`src/rtl/clut_loader_pkg.sv`:
```
// -----------------------------------------------------------------------------
// clut_loader_pkg
// Shared GPU definitions used by the CLUT loader: CLUT_ID field widths, VRAM
// burst geometry, cache index width, the loader FSM state encoding and the
// burst address helper.
// -----------------------------------------------------------------------------
package clut_loader_pkg;

   // CLUT_ID layout: [5:0] X in 16-pixel units, [14:6] Y line
   localparam int CLUT_X_W    = 6;
   localparam int CLUT_Y_W    = 9;
   localparam int CLUT_ID_W   = CLUT_X_W + CLUT_Y_W;

   // One burst = 8 x 32-bit words = 16 colors
   localparam int BURST_LEN   = 8;
   localparam int BEAT_W      = 3;
   localparam int BURST_W     = 4;

   // Cache holds 128 color pairs; VRAM is addressed in 32-bit words
   localparam int CACHE_IDX_W = 7;
   localparam int VRAM_ADDR_W = 18;

   typedef enum logic [1:0] {
      ST_IDLE = 2'd0,
      ST_REQ  = 2'd1,
      ST_RECV = 2'd2,
      ST_DONE = 2'd3
   } clutState_t;

   // Word address of a burst: X advances by one 16-pixel block per burst and
   // wraps inside the 6-bit field, so the load never spills onto the next line.
   function automatic logic [VRAM_ADDR_W-1:0] burstAddr(
      input logic [CLUT_ID_W-1:0] clutId,
      input logic [BURST_W-1:0]   burst
   );
      logic [CLUT_X_W-1:0] x;
      x = clutId[CLUT_X_W-1:0] + {2'b00, burst};
      return {clutId[CLUT_ID_W-1:CLUT_X_W], x, 3'b000};
   endfunction

endpackage

```
`src/rtl/clut_loader.sv`:
```
// -----------------------------------------------------------------------------
// clut_loader
// Fetches a CLUT from VRAM and writes it into the CLUT cache, one 32-bit color
// pair per cache write. A 4bpp CLUT is one 8-word burst, an 8bpp CLUT is 16
// bursts. All outputs are registered.
//
// Ports
//   i_clk          clock, rising edge
//   i_rst          synchronous active-high reset
//   i_loadReq      one-cycle load command (ignored while busy)
//   i_CLUT_ID      [5:0] X in 16-pixel units, [14:6] Y line
//   i_is8bpp       1 = 256-color CLUT, 0 = 16-color CLUT
//   o_busy         load in progress
//   o_done         one-cycle pulse together with the final cache write
//   o_memReq       burst read request, held until i_memAck
//   o_memAddr      VRAM word address of the burst (8-word aligned)
//   i_memAck       request accepted this cycle
//   i_memValid     read data beat valid
//   i_memData      two 16-bit colors, low halfword = even index
//   o_write        cache write strobe
//   o_writeIdx128  cache word index {burst, beat}
//   o_Colors       cache write data
// -----------------------------------------------------------------------------
module clut_loader
   import clut_loader_pkg::*;
(
   input  logic                   i_clk,
   input  logic                   i_rst,
   input  logic                   i_loadReq,
   input  logic [CLUT_ID_W-1:0]   i_CLUT_ID,
   input  logic                   i_is8bpp,
   output logic                   o_busy,
   output logic                   o_done,
   output logic                   o_memReq,
   output logic [VRAM_ADDR_W-1:0] o_memAddr,
   input  logic                   i_memAck,
   input  logic                   i_memValid,
   input  logic [31:0]            i_memData,
   output logic                   o_write,
   output logic [CACHE_IDX_W-1:0] o_writeIdx128,
   output logic [31:0]            o_Colors
);

   clutState_t             state_r,    stateNext_s;
   logic [BURST_W-1:0]     burst_r,    burstNext_s;
   logic [BEAT_W-1:0]      beat_r,     beatNext_s;
   logic [CLUT_ID_W-1:0]   clutId_r,   clutIdNext_s;
   logic                   is8bpp_r,   is8bppNext_s;

   logic                   busy_r,     busyNext_s;
   logic                   done_r,     doneNext_s;
   logic                   memReq_r,   memReqNext_s;
   logic [VRAM_ADDR_W-1:0] memAddr_r,  memAddrNext_s;
   logic                   write_r,    writeNext_s;
   logic [CACHE_IDX_W-1:0] writeIdx_r, writeIdxNext_s;
   logic [31:0]            colors_r,   colorsNext_s;

   logic [BURST_W-1:0]     lastBurst_s;

   // Last burst index depends on the latched color depth
   always_comb begin
      if (is8bpp_r) begin
         lastBurst_s = 4'd15;
      end else begin
         lastBurst_s = 4'd0;
      end
   end

   // Next-state and next-output logic; outputs are computed one cycle ahead
   // so that they can be driven straight from flops.
   always_comb begin
      stateNext_s    = state_r;
      burstNext_s    = burst_r;
      beatNext_s     = beat_r;
      clutIdNext_s   = clutId_r;
      is8bppNext_s   = is8bpp_r;
      doneNext_s     = 1'b0;
      memReqNext_s   = 1'b0;
      memAddrNext_s  = memAddr_r;
      writeNext_s    = 1'b0;
      writeIdxNext_s = writeIdx_r;
      colorsNext_s   = colors_r;

      case (state_r)
         ST_IDLE: begin
            if (i_loadReq) begin
               clutIdNext_s  = i_CLUT_ID;
               is8bppNext_s  = i_is8bpp;
               burstNext_s   = 4'd0;
               beatNext_s    = 3'd0;
               memReqNext_s  = 1'b1;
               memAddrNext_s = burstAddr(i_CLUT_ID, 4'd0);
               stateNext_s   = ST_REQ;
            end else begin
               stateNext_s   = ST_IDLE;
            end
         end

         ST_REQ: begin
            // Address is left untouched so it stays stable until the ack
            if (i_memAck) begin
               memReqNext_s = 1'b0;
               stateNext_s  = ST_RECV;
            end else begin
               memReqNext_s = 1'b1;
               stateNext_s  = ST_REQ;
            end
         end

         ST_RECV: begin
            if (i_memValid) begin
               writeNext_s    = 1'b1;
               writeIdxNext_s = {burst_r, beat_r};
               colorsNext_s   = i_memData;
               beatNext_s     = beat_r + 3'd1;
               if (beat_r == 3'd7) begin
                  if (burst_r == lastBurst_s) begin
                     doneNext_s  = 1'b1;
                     stateNext_s = ST_DONE;
                  end else begin
                     burstNext_s   = burst_r + 4'd1;
                     memReqNext_s  = 1'b1;
                     memAddrNext_s = burstAddr(clutId_r, burst_r + 4'd1);
                     stateNext_s   = ST_REQ;
                  end
               end else begin
                  stateNext_s = ST_RECV;
               end
            end else begin
               stateNext_s = ST_RECV;
            end
         end

         ST_DONE: begin
            // A load command arriving here is deliberately dropped
            stateNext_s = ST_IDLE;
         end

         default: begin
            stateNext_s = ST_IDLE;
         end
      endcase

      busyNext_s = (stateNext_s != ST_IDLE);
   end

   // State, counters, latched request and registered outputs
   always_ff @(posedge i_clk) begin
      if (i_rst) begin
         state_r    <= ST_IDLE;
         burst_r    <= 4'd0;
         beat_r     <= 3'd0;
         clutId_r   <= 15'd0;
         is8bpp_r   <= 1'b0;
         busy_r     <= 1'b0;
         done_r     <= 1'b0;
         memReq_r   <= 1'b0;
         memAddr_r  <= 18'd0;
         write_r    <= 1'b0;
         writeIdx_r <= 7'd0;
         colors_r   <= 32'd0;
      end else begin
         state_r    <= stateNext_s;
         burst_r    <= burstNext_s;
         beat_r     <= beatNext_s;
         clutId_r   <= clutIdNext_s;
         is8bpp_r   <= is8bppNext_s;
         busy_r     <= busyNext_s;
         done_r     <= doneNext_s;
         memReq_r   <= memReqNext_s;
         memAddr_r  <= memAddrNext_s;
         write_r    <= writeNext_s;
         writeIdx_r <= writeIdxNext_s;
         colors_r   <= colorsNext_s;
      end
   end

   assign o_busy        = busy_r;
   assign o_done        = done_r;
   assign o_memReq      = memReq_r;
   assign o_memAddr     = memAddr_r;
   assign o_write       = write_r;
   assign o_writeIdx128 = writeIdx_r;
   assign o_Colors      = colors_r;

endmodule

```
`config.mk`:
```
export PLATFORM = sky130hd
export DESIGN_NAME = clut_loader
export DESIGN_NICKNAME = d
export VERILOG_FILES = /design/src/rtl/clut_loader_pkg.sv /design/src/rtl/clut_loader.sv
export SDC_FILE = /design/constraint.sdc
export NUM_CORES = 1
export LEC_CHECK = 0
export CORE_MARGIN = 2
export CORE_UTILIZATION = 45
export DETAILED_ROUTE_END_ITERATION = 10
export GPL_TIMING_DRIVEN = 0
export PLACE_DENSITY = 0.83
export SLEW_MARGIN = 20
export SYNTH_ARGS = -nofsm -noshare
export SYNTH_HDL_FRONTEND = slang
export SYNTH_SLANG_ARGS = --single-unit
```
`constraint.sdc`:
```
create_clock -name i_clk -period 2.14 [get_ports i_clk]
set_input_delay 0.428 -clock i_clk [delete_from_list [all_inputs] [get_ports i_clk]]
set_output_delay 0.428 -clock i_clk [all_outputs]
set_load 0.005 [all_outputs]
```
After elaboration in Yosys (flattened, before gate mapping)

Index checks and enable logic that the tools add are counted.
Widths: inputs -> output; s select.

Bitwise logic cells: 3
Eq/ne operators: 9
Add/subtract/negate cells: 3
Mux-type cells: 28
Reduce and logical (&&, ||, !) cells: 9

Operators with widths:

| operator            | number |
|---|---|
| $mux 18             | 4 |
| $pmux 18 s2         | 1 |
| $mux 4              | 5 |
| $mux 1              | 8 |
| $mux 2              | 4 |
| $ne 2x2->1 const B  | 4 |
| $pmux 2 s4          | 1 |
| $pmux 4 s2          | 1 |
| $add 6x4->6         | 1 |
| $mux 3              | 2 |
| $pmux 3 s2          | 1 |
| $reduce_and 5->1    | 1 |
| $add 4x1->4 const B | 1 |
| $eq 2x2->1 const B  | 2 |
| $eq 4x4->1          | 1 |
| $reduce_and 2->1    | 2 |
| $reduce_bool 2->1   | 2 |
| $reduce_or 4->1     | 1 |
| $add 3x1->3 const B | 1 |
| $eq 3x3->1 const B  | 1 |
| $not 1->1           | 3 |
| $pmux 1 s3          | 1 |
| $reduce_and 3->1    | 1 |
| $eq 2x1->1 const B  | 1 |
| 2 further kinds     | 2 |

Output and inout bits: 61
Register bits: 86
Bits of input ports: 53

Depth between registers and ports, before layout

Gate-level depths: netlist (run 1).

Depth after elaboration: 7
Mapped depth: 9
Depth with buffers taken out: 9

Worst setup path before layout (run 1)

OpenSTA, ideal clock, no wires.

Path type: flip-flop to flip-flop
Start point: reg burst_r[2]
End point: reg memAddr_r[8] (netlist: o_memAddr[8])
Period minus slack after synthesis: 1.876 ns
Library setup time: 0.070 ns
Slack: 0.264 ns
Required time: 2.070 ns
Buffers on the path: 1
Data arrival time: 1.805 ns
Cell stages (with the launch flop): 10
Cells stage by stage: dfxtp_1 -> clkbuf_2 -> nand3_1 -> xnor2_1 -> ha_1 -> a21oi_1 -> o22ai_1 -> xnor2_1 -> a22o_1 -> a21oi_1

Longest elaborated chain between the ends: 6

RTL lines:

| item                   | RTL line              | text |
|---|---|---|
| from (decl)            | clut_loader.sv:45     | `logic [BURST_W-1:0] burst_r, burstNext_s;` |
| from (signal assigned) | clut_loader.sv:164    | `burst_r <= burstNext_s;` |
| $add 4x1->4            | clut_loader.sv:123    | `memAddrNext_s = burstAddr(clutId_r, burst_r + 4'd1);` |
| $add 6x4->6            | clut_loader_pkg.sv:37 | `x = clutId[CLUT_X_W-1:0] + {2'b00, burst};` |
| $mux 18                | clut_loader.sv:117    | `if (burst_r == lastBurst_s) begin` |
| $mux 18                | clut_loader.sv:116    | `if (beat_r == 3'd7) begin` |
| $mux 18                | clut_loader.sv:111    | `if (i_memValid) begin` |
| $pmux 18 s2            | clut_loader.sv:84     | `case (state_r)` |
| to (signal assigned)   | clut_loader.sv:171    | `memAddr_r <= memAddrNext_s;` |
| to (decl)              | clut_loader.sv:53     | `logic [VRAM_ADDR_W-1:0] memAddr_r, memAddrNext_s;` |

Several ways; a longest one is shown, not always the timed one. The select of a mux whose other input is x is not followed.
A chain may end at the register's enable or synchronous reset.

Worst setup path after layout (run 1)

Start point: reg burst_r[0]
End point: reg memAddr_r[7] (netlist: o_memAddr[7])

The elaborated chain is that of the path after synthesis.

==> run_results.csv, run 1 <==
group,metric,value,unit
timing,final_max_slew_viol_count,0,
synth,synth_compound_area_share,19.0,%
finish,layout.cells.non_filler,642,
finish,final_cell_mix,"nand2_1, clkdlybuf4s50_1, dfxtp_1, a21oi_1, nor2_1",
synth,syn_avg_cell_area,8.09,um2
power_and_ir_drop,p_comb_share,13.9,%
placed_design,dpl_cell_area,4600,um2
finish,fin_area,4860,um2
power_and_ir_drop,pwr-share-clk,36.2,%
synth,yosysWarnings,0,
synth,synthesis.area,3380,um2
finish,antenna_cells,0,
clocking,cts_tree,"done",
timing,setup_viol,0,
floorplanning,core_area,7250,um2
drt,via_count,3265,
synth,muxShareOfSynthArea,0,%
power_and_ir_drop,power_frac_seq,49.9,%
worst_setup_path,crit_fanout,7,
synth,synth.area.top_cells,"dfxtp_1, nand2_1, a21oi_1",
grt,grt_usage,22.0,%
worst_setup_path,required,2.41,ns
grt,grt_pass1_vias,3218,
placed_design,portBuffers,109,
finish,finalNetCount,600,
timing,rsz0062_at_grt,"no",
floorplanning,die_h,90.7,um
worst_setup_path,crit_path_end_kind,"flop",
worst_setup_path,crit_type,"flop to flop",
clocking,clkSinkCount,83,
drt,first_iter_violations,150,
placed_design,dp_cells,628,
synth,synth_fa_ha_area_share,3.18,%
synth,syn_inst,418,
power_and_ir_drop,internal-power,2.50,mW
clocking,root_buffer,"clkbuf_8",
clocking,clockBufferDepth,2,
drt,dr.pass1.iters,5,
worst_setup_path,arrival,2.28,ns
timing,post-route-period-util,93.9,%
synth,synth_edf_count,0,
finish,final_layout_size_suffix_gt1_share,8.47,%
power_and_ir_drop,switching_share,24.2,%
grt,gr-total-overflow,0,
drt,post-route-drc-count,0,
timing,max_slew_margin,55.5,%
synth,synth-simple-area-share,22.5,%
power_and_ir_drop,p_per_area,679,nW/um2
synth,synth_top_area_share,49.1,%
drt,wire_per_inst,13.8,um
hold_path,min_path_type,"flop to flop",
synth,ys_types,41,
floorplanning,pin_count,114,
drt,viasPerCell,5.09,
timing,fin_worst_skew,0.0104,ns
clocking,htreeDepth,3,
floorplanning,rows,31,
clocking,path_clk_slew,0.08,ns
run_status,status,"finished clean",
floorplanning,die_width,90.7,um
synth,ys_ff_latch,83,
timing,hold_viol,0,
power_and_ir_drop,vdd_drop_max,0.541,mV
synth,async_flop_share,0,%
finish,area_growth,43.7,%
drt,ant_nets,0,
synth,seq_area_frac_synth,49.1,%
timing,min_period,2.01,ns
synth,synth_top_family_by_area,"simple AND/OR/NAND/NOR gates",
power_and_ir_drop,p_leak,1.72,nW
finish,mostFrequentLayoutCell,"nand2_1",
timing,fmax,498,MHz
grt,grt_pass1_wl,14700,um
placed_design,hpwlAfterDp,6520,um
synth,synth-main-ff-cell,"dfxtp_1",
power_and_ir_drop,p_switching,0.797,mW
floorplanning,initial_core_util,46.6,%
grt,antenna_found_initial,0,
grt,grt_max_degree,14,
flow_run,maxCapViolCount,0,
synth,synth_xor_area_share,1.04,%
drt,wl,8880,um
worst_setup_path,start_kind,"flop",
floorplanning,die_area,8220,um2
timing,tightest_slew,0.667,ns
placed_design,gp_congestion,0.780,
clocking,cts_setup_buffers,0,
synth,synth_top_area_cell,"dfxtp_1",
clocking,clk_latency,0.35,ns
clocking,cts_buffers,9,
[metrics by stage]
step	setup WS, ns	hold WS (ns)	utilization, %	power (mW)	TNS (ns)
5_1_grt	0.00782	0.473	67.0	3.42	0
4_1_cts	0.0386	0.454	66.4	3.31	0
3_3_place_gp	-0.147	0.439	63.5	2.13	-2.27
6_report	0.130	0.450	67.0	3.30	0
2_1_floorplan	0.264	0.437	-	1.90	0
3_5_place_dp	-0.184	0.443	63.5	2.14	-3.29
[timing repair]
| item | in CTS | in global routing |
|---|---|---|
| gates resized for setup | 2 | 13 |
| hold endpoints to repair | 0 | 0 |
| setup endpoints to repair | 2 | 13 |
| hold buffers | 0 | 0 |
[layer usage]
metal	track usage (%)	vias up	share of wire, %
met4	9.36	0	1.7
li1	-	1627	-
met2	37.6	97	50
met3	5.26	14	6.2
met5	0	-	0
met1	26.3	1527	42
[cell families (layout without fill, tap and decap cells)]
kind of cell,Yosys count,in the layout
other,1,3
buffers and inverters,37,160
AOI/OAI and AO/OA,96,96
xor gates and xnor gates,4,4
DFF,83,83
and+or+nand+nor,189,189
adders and majority gates,8,8
[cells in the mapped netlist (all sizes together), types with 2 or more instances]
cell / number
a311oi: 13
nand3b: 2
inv: 6
dfxtp: 83
nor3: 5
o21ai: 4
a21oi: 66
nor2: 25
nand2b: 3
ha: 7
nor2b: 3
xor2: 2
xnor2: 2
a22oi: 2
nand3: 3
buf: 7
a31oi: 2
nand2: 143
o22ai: 2
clkbuf: 24
[cell type report]
| cell class | instances | area (um2) |
|---|---|---|
| fillers | 616 | 2390 |
| flip-flops and latches | 83 | 1670 |
| multi-input cells | 300 | 1600 |
| repair buffers | 109 | 1090 |
| plain buffers | 30 | 146 |
| clock buffers | 10 | 128 |
| well taps | 99 | 124 |
| clock inverters | 5 | 78.8 |
| inverters | 6 | 22.5 |
[critical path, stage by stage (launching register included)]
cell	delay, ns
dfxtp_4	0.39
ha_4	0.28
inv_1	0.05
fa_1	0.44
nor2b_2	0.15
o21a_1	0.15
nor3_1	0.06
nand3b_1	0.17
a311oi_2	0.24
[power by group through the flow]
stage                     Combinational, mW  Clock, mW  Sequential [mW]
after detailed placement              0.457          0             1.68
after floorplan                       0.215          0             1.68
after global routing                  0.504       1.26             1.66
final                                 0.458       1.19             1.65
after global placement                0.447          0             1.68
after CTS                             0.459       1.21             1.65
[path summary, 6_finish.rpt]
| check | cells after the start | startpoint | to | slack (ns) |
|---|---|---|---|---|
| worst max-delay path | 8 | burst_r[0]$_SDFFE_PP0P_ | o_memAddr[7]$_SDFFE_PP0P_ | 0.13 |
| worst min-delay path | 2 | o_memAddr[4]$_SDFFE_PP0P_ | o_memAddr[4]$_SDFFE_PP0P_ | 0.45 |
| worst max register to register | 8 | burst_r[0]$_SDFFE_PP0P_ | o_memAddr[7]$_SDFFE_PP0P_ | 0.13 |
| worst min register to register | 2 | o_memAddr[4]$_SDFFE_PP0P_ | o_memAddr[4]$_SDFFE_PP0P_ | 0.45 |
[sequential cells by signal, summed over array words and instances, names as in the netlist]
name           count
beat_r             3
burst_r            4
clutId_r          15
is8bpp_r           1
o_Colors          32
o_busy             1
o_done             1
o_memAddr         15
o_memReq           1
o_write            1
o_writeIdx128      7
state_r            2
Note: power is estimated with default switching activity, not from simulation.
==> run 2, diff against run 1 <==
CORE_MARGIN = default   (was 2)
==> run 2 against run 1 <==
Wire length fell by 2.4%. Sequential power barely moved. Clock power shrank 13%. Worst hold slack better by 0.0011 ns. Die area decreased by 4.4%. Fmax is 1.3% lower. Critical path type unchanged.
==> run_results.csv, run 2 (synthesis results as in run 1) <==
group,metric,value,unit
floorplanning,die_width,88.7,um
power_and_ir_drop,p_switching,0.826,mW
power_and_ir_drop,pwr-share-clk,32.9,%
worst_setup_path,r2r_setup_slack,0.10,ns
worst_setup_path,path_buf_inv,1,
worst_setup_path,crit_path_end_kind,"flop",
drt,dr.pass1.iters,4,
finish,largest_register_ffs,32,
grt,grt_usage,22.9,%
timing,post-route-period-util,95.1,%
flow_run,maxCapViolCount,0,
clocking,cts_setup_buffers,0,
finish,finalNetCount,601,
timing,hold_viol,0,
worst_setup_path,ff2ff_path_depth,9,
floorplanning,die_h,88.7,um
timing,max_slew_margin,54.7,%
finish,antenna_cells,0,
worst_setup_path,r2r-start,"burst_r[2]$_SDFFE_PP0P_",
timing,tightest_slew,0.677,ns
finish,mostFrequentLayoutCell,"nand2_1",
worst_setup_path,r2r_end,"o_memAddr[8]$_SDFFE_PP0P_",
clocking,cts.repair.resized,0,
drt,ant_nets,0,
worst_setup_path,arrival,2.26,ns
power_and_ir_drop,p_per_area,653,nW/um2
finish,area_growth,41.9,%
floorplanning,die_area,7870,um2
timing,min_period,2.04,ns
worst_setup_path,crit_start,"burst_r[2]$_SDFFE_PP0P_",
worst_setup_path,critical_path.cell_chain,"clkbuf_2 -> nand3_2 -> xnor2_1 -> ha_1 -> a21oi_1 -> o22ai_1 -> xnor2_1 -> a22o_1 -> a21oi_1",
grt,grt_max_degree,15,
clocking,cts_buffers,9,
grt,grt_pass1_wl,13800,um
power_and_ir_drop,p_leak,1.68,nW
timing,fin_worst_skew,0.0165,ns
drt,wire_per_inst,13.5,um
placed_design,portBuffers,109,
timing,fmax,491,MHz
worst_setup_path,cpPeakStageDelay,0.36,ns
timing,worst_hold_slack,0.452,ns
hold_path,min_to,"o_memAddr[8]$_SDFFE_PP0P_",
finish,final_util,66.2,%
worst_setup_path,crit_type,"flop to flop",
hold_path,min_path_type,"flop to flop",
power_and_ir_drop,switching_share,26.4,%
timing,setup_viol,0,
drt,wl,8670,um
worst_setup_path,crit_fanout,7,
drt,post-route-drc-count,0,
drt,via_count,3216,
timing,final_max_slew_viol_count,0,
hold_path,whs_path_depth,2,
clocking,root_buffer,"clkbuf_8",
floorplanning,rows,31,
clocking,clkSinkCount,83,
clocking,htreeDepth,3,
floorplanning,core_area,7250,um2
placed_design,gp_congestion,0.848,
clocking,clockBufferDepth,2,
worst_setup_path,cp_top_family,"compound AO/OA/AOI/OAI gates",
grt,gr-total-overflow,0,
worst_setup_path,required,2.37,ns
power_and_ir_drop,power_frac_seq,52.5,%
clocking,ctsHoldBuffers,0,
worst_setup_path,critPathSlowestCell,"ha_1",
timing,rsz0062_at_grt,"yes",
grt,grt_pass1_vias,3037,
power_and_ir_drop,p_comb_share,14.6,%
grt,antenna_found_initial,0,
power_and_ir_drop,internal-power,2.31,mW
hold_path,hp-start,"o_memAddr[8]$_SDFFE_PP0P_",
drt,first_iter_violations,179,
clocking,path_clk_slew,0.08,ns
clocking,cts_tree,"done",
power_and_ir_drop,power.total,3.13,mW
clocking,clk_latency,0.36,ns
drt,viasPerCell,4.99,
floorplanning,initial_core_util,46.6,%
finish,final_cell_mix,"nand2_1, clkdlybuf4s50_1, dfxtp_1, a21oi_1, nor2_1",
run_status,status,"finished clean",
power_and_ir_drop,vdd_drop_max,0.325,mV
worst_setup_path,start_kind,"flop",
placed_design,hpwlAfterDp,6340,um
floorplanning,pin_count,114,
finish,final_layout_size_suffix_gt1_share,8.07,%
==> run 2: how the worst max path moves through the flow <==
| stage | endpoint | slack (ns) | depth (start not counted) |
|---|---|---|---|
| floorplan | o_memAddr[8]$_SDFFE_PP0P_ | 0.26 | 9 |
| global placement | o_memAddr[15]$_SDFFE_PP0P_ | -0.16 | 8 |
| detailed placement | o_memAddr[16]$_SDFFE_PP0P_ | -0.17 | 8 |
| CTS | o_memAddr[8]$_SDFFE_PP0P_ | 0.02 | 9 |
| global route | o_memAddr[8]$_SDFFE_PP0P_ | -0.01 | 9 |
| finish | o_memAddr[8]$_SDFFE_PP0P_ | 0.10 | 9 |
==> run 2: final cells by class <==
| class | count | area, um2 |
|---|---|---|
| inverters | 6 | 22.5 |
| clock buffers | 11 | 141 |
| plain buffers | 31 | 148 |
| flip-flops and latches | 83 | 1660 |
| repair buffers | 109 | 1090 |
| fillers | 621 | 2450 |
| clock inverters | 5 | 38.8 |
| multi-input cells | 300 | 1570 |
| well taps | 99 | 124 |
==> run 2: metrics by stage <==
stage / std cells / cell area (um2) / setup TNS [ns] / setup slack, ns
final: 644 / 4800 / 0 / 0.104
after global routing: 644 / 4800 / -0.0121 / -0.0121
after CTS: 644 / 4780 / 0 / 0.0200
after detailed placement: 628 / 4600 / -2.99 / -0.175
after global placement: 628 / 4600 / -2.39 / -0.161
after floorplan: 420 / 3390 / 0 / 0.264
==> run 2: power by group through the flow <==
stage / Sequential, mW / Clock, mW / Combinational (mW)
2_1_floorplan: 1.68 / 0 / 0.215
3_3_place_gp: 1.68 / 0 / 0.447
3_5_place_dp: 1.68 / 0 / 0.456
4_1_cts: 1.65 / 1.04 / 0.458
5_1_grt: 1.65 / 1.13 / 0.503
6_report: 1.65 / 1.03 / 0.457
==> run 2: worst register-to-register path, cell delays in order (launching register included) <==
cell,delay [ns]
dfxtp_1,0.31
clkbuf_2,0.21
nand3_2,0.18
xnor2_1,0.18
ha_1,0.36
a21oi_1,0.09
o22ai_1,0.20
xnor2_1,0.15
a22o_1,0.16
a21oi_1,0.06
==> run 2: metal layers <==
metal / GRT usage [%] / share of wire [%] / vias up / wire length, um
met2: 38.2 / 50 / 94 / 4300
met3: 5.97 / 7.2 / 15 / 620
met5: 0 / 0 / - / 0
li1: - / - / 1636 / -
met1: 27.8 / 42 / 1471 / 3610
met4: 9.97 / 1.5 / 0 / 127
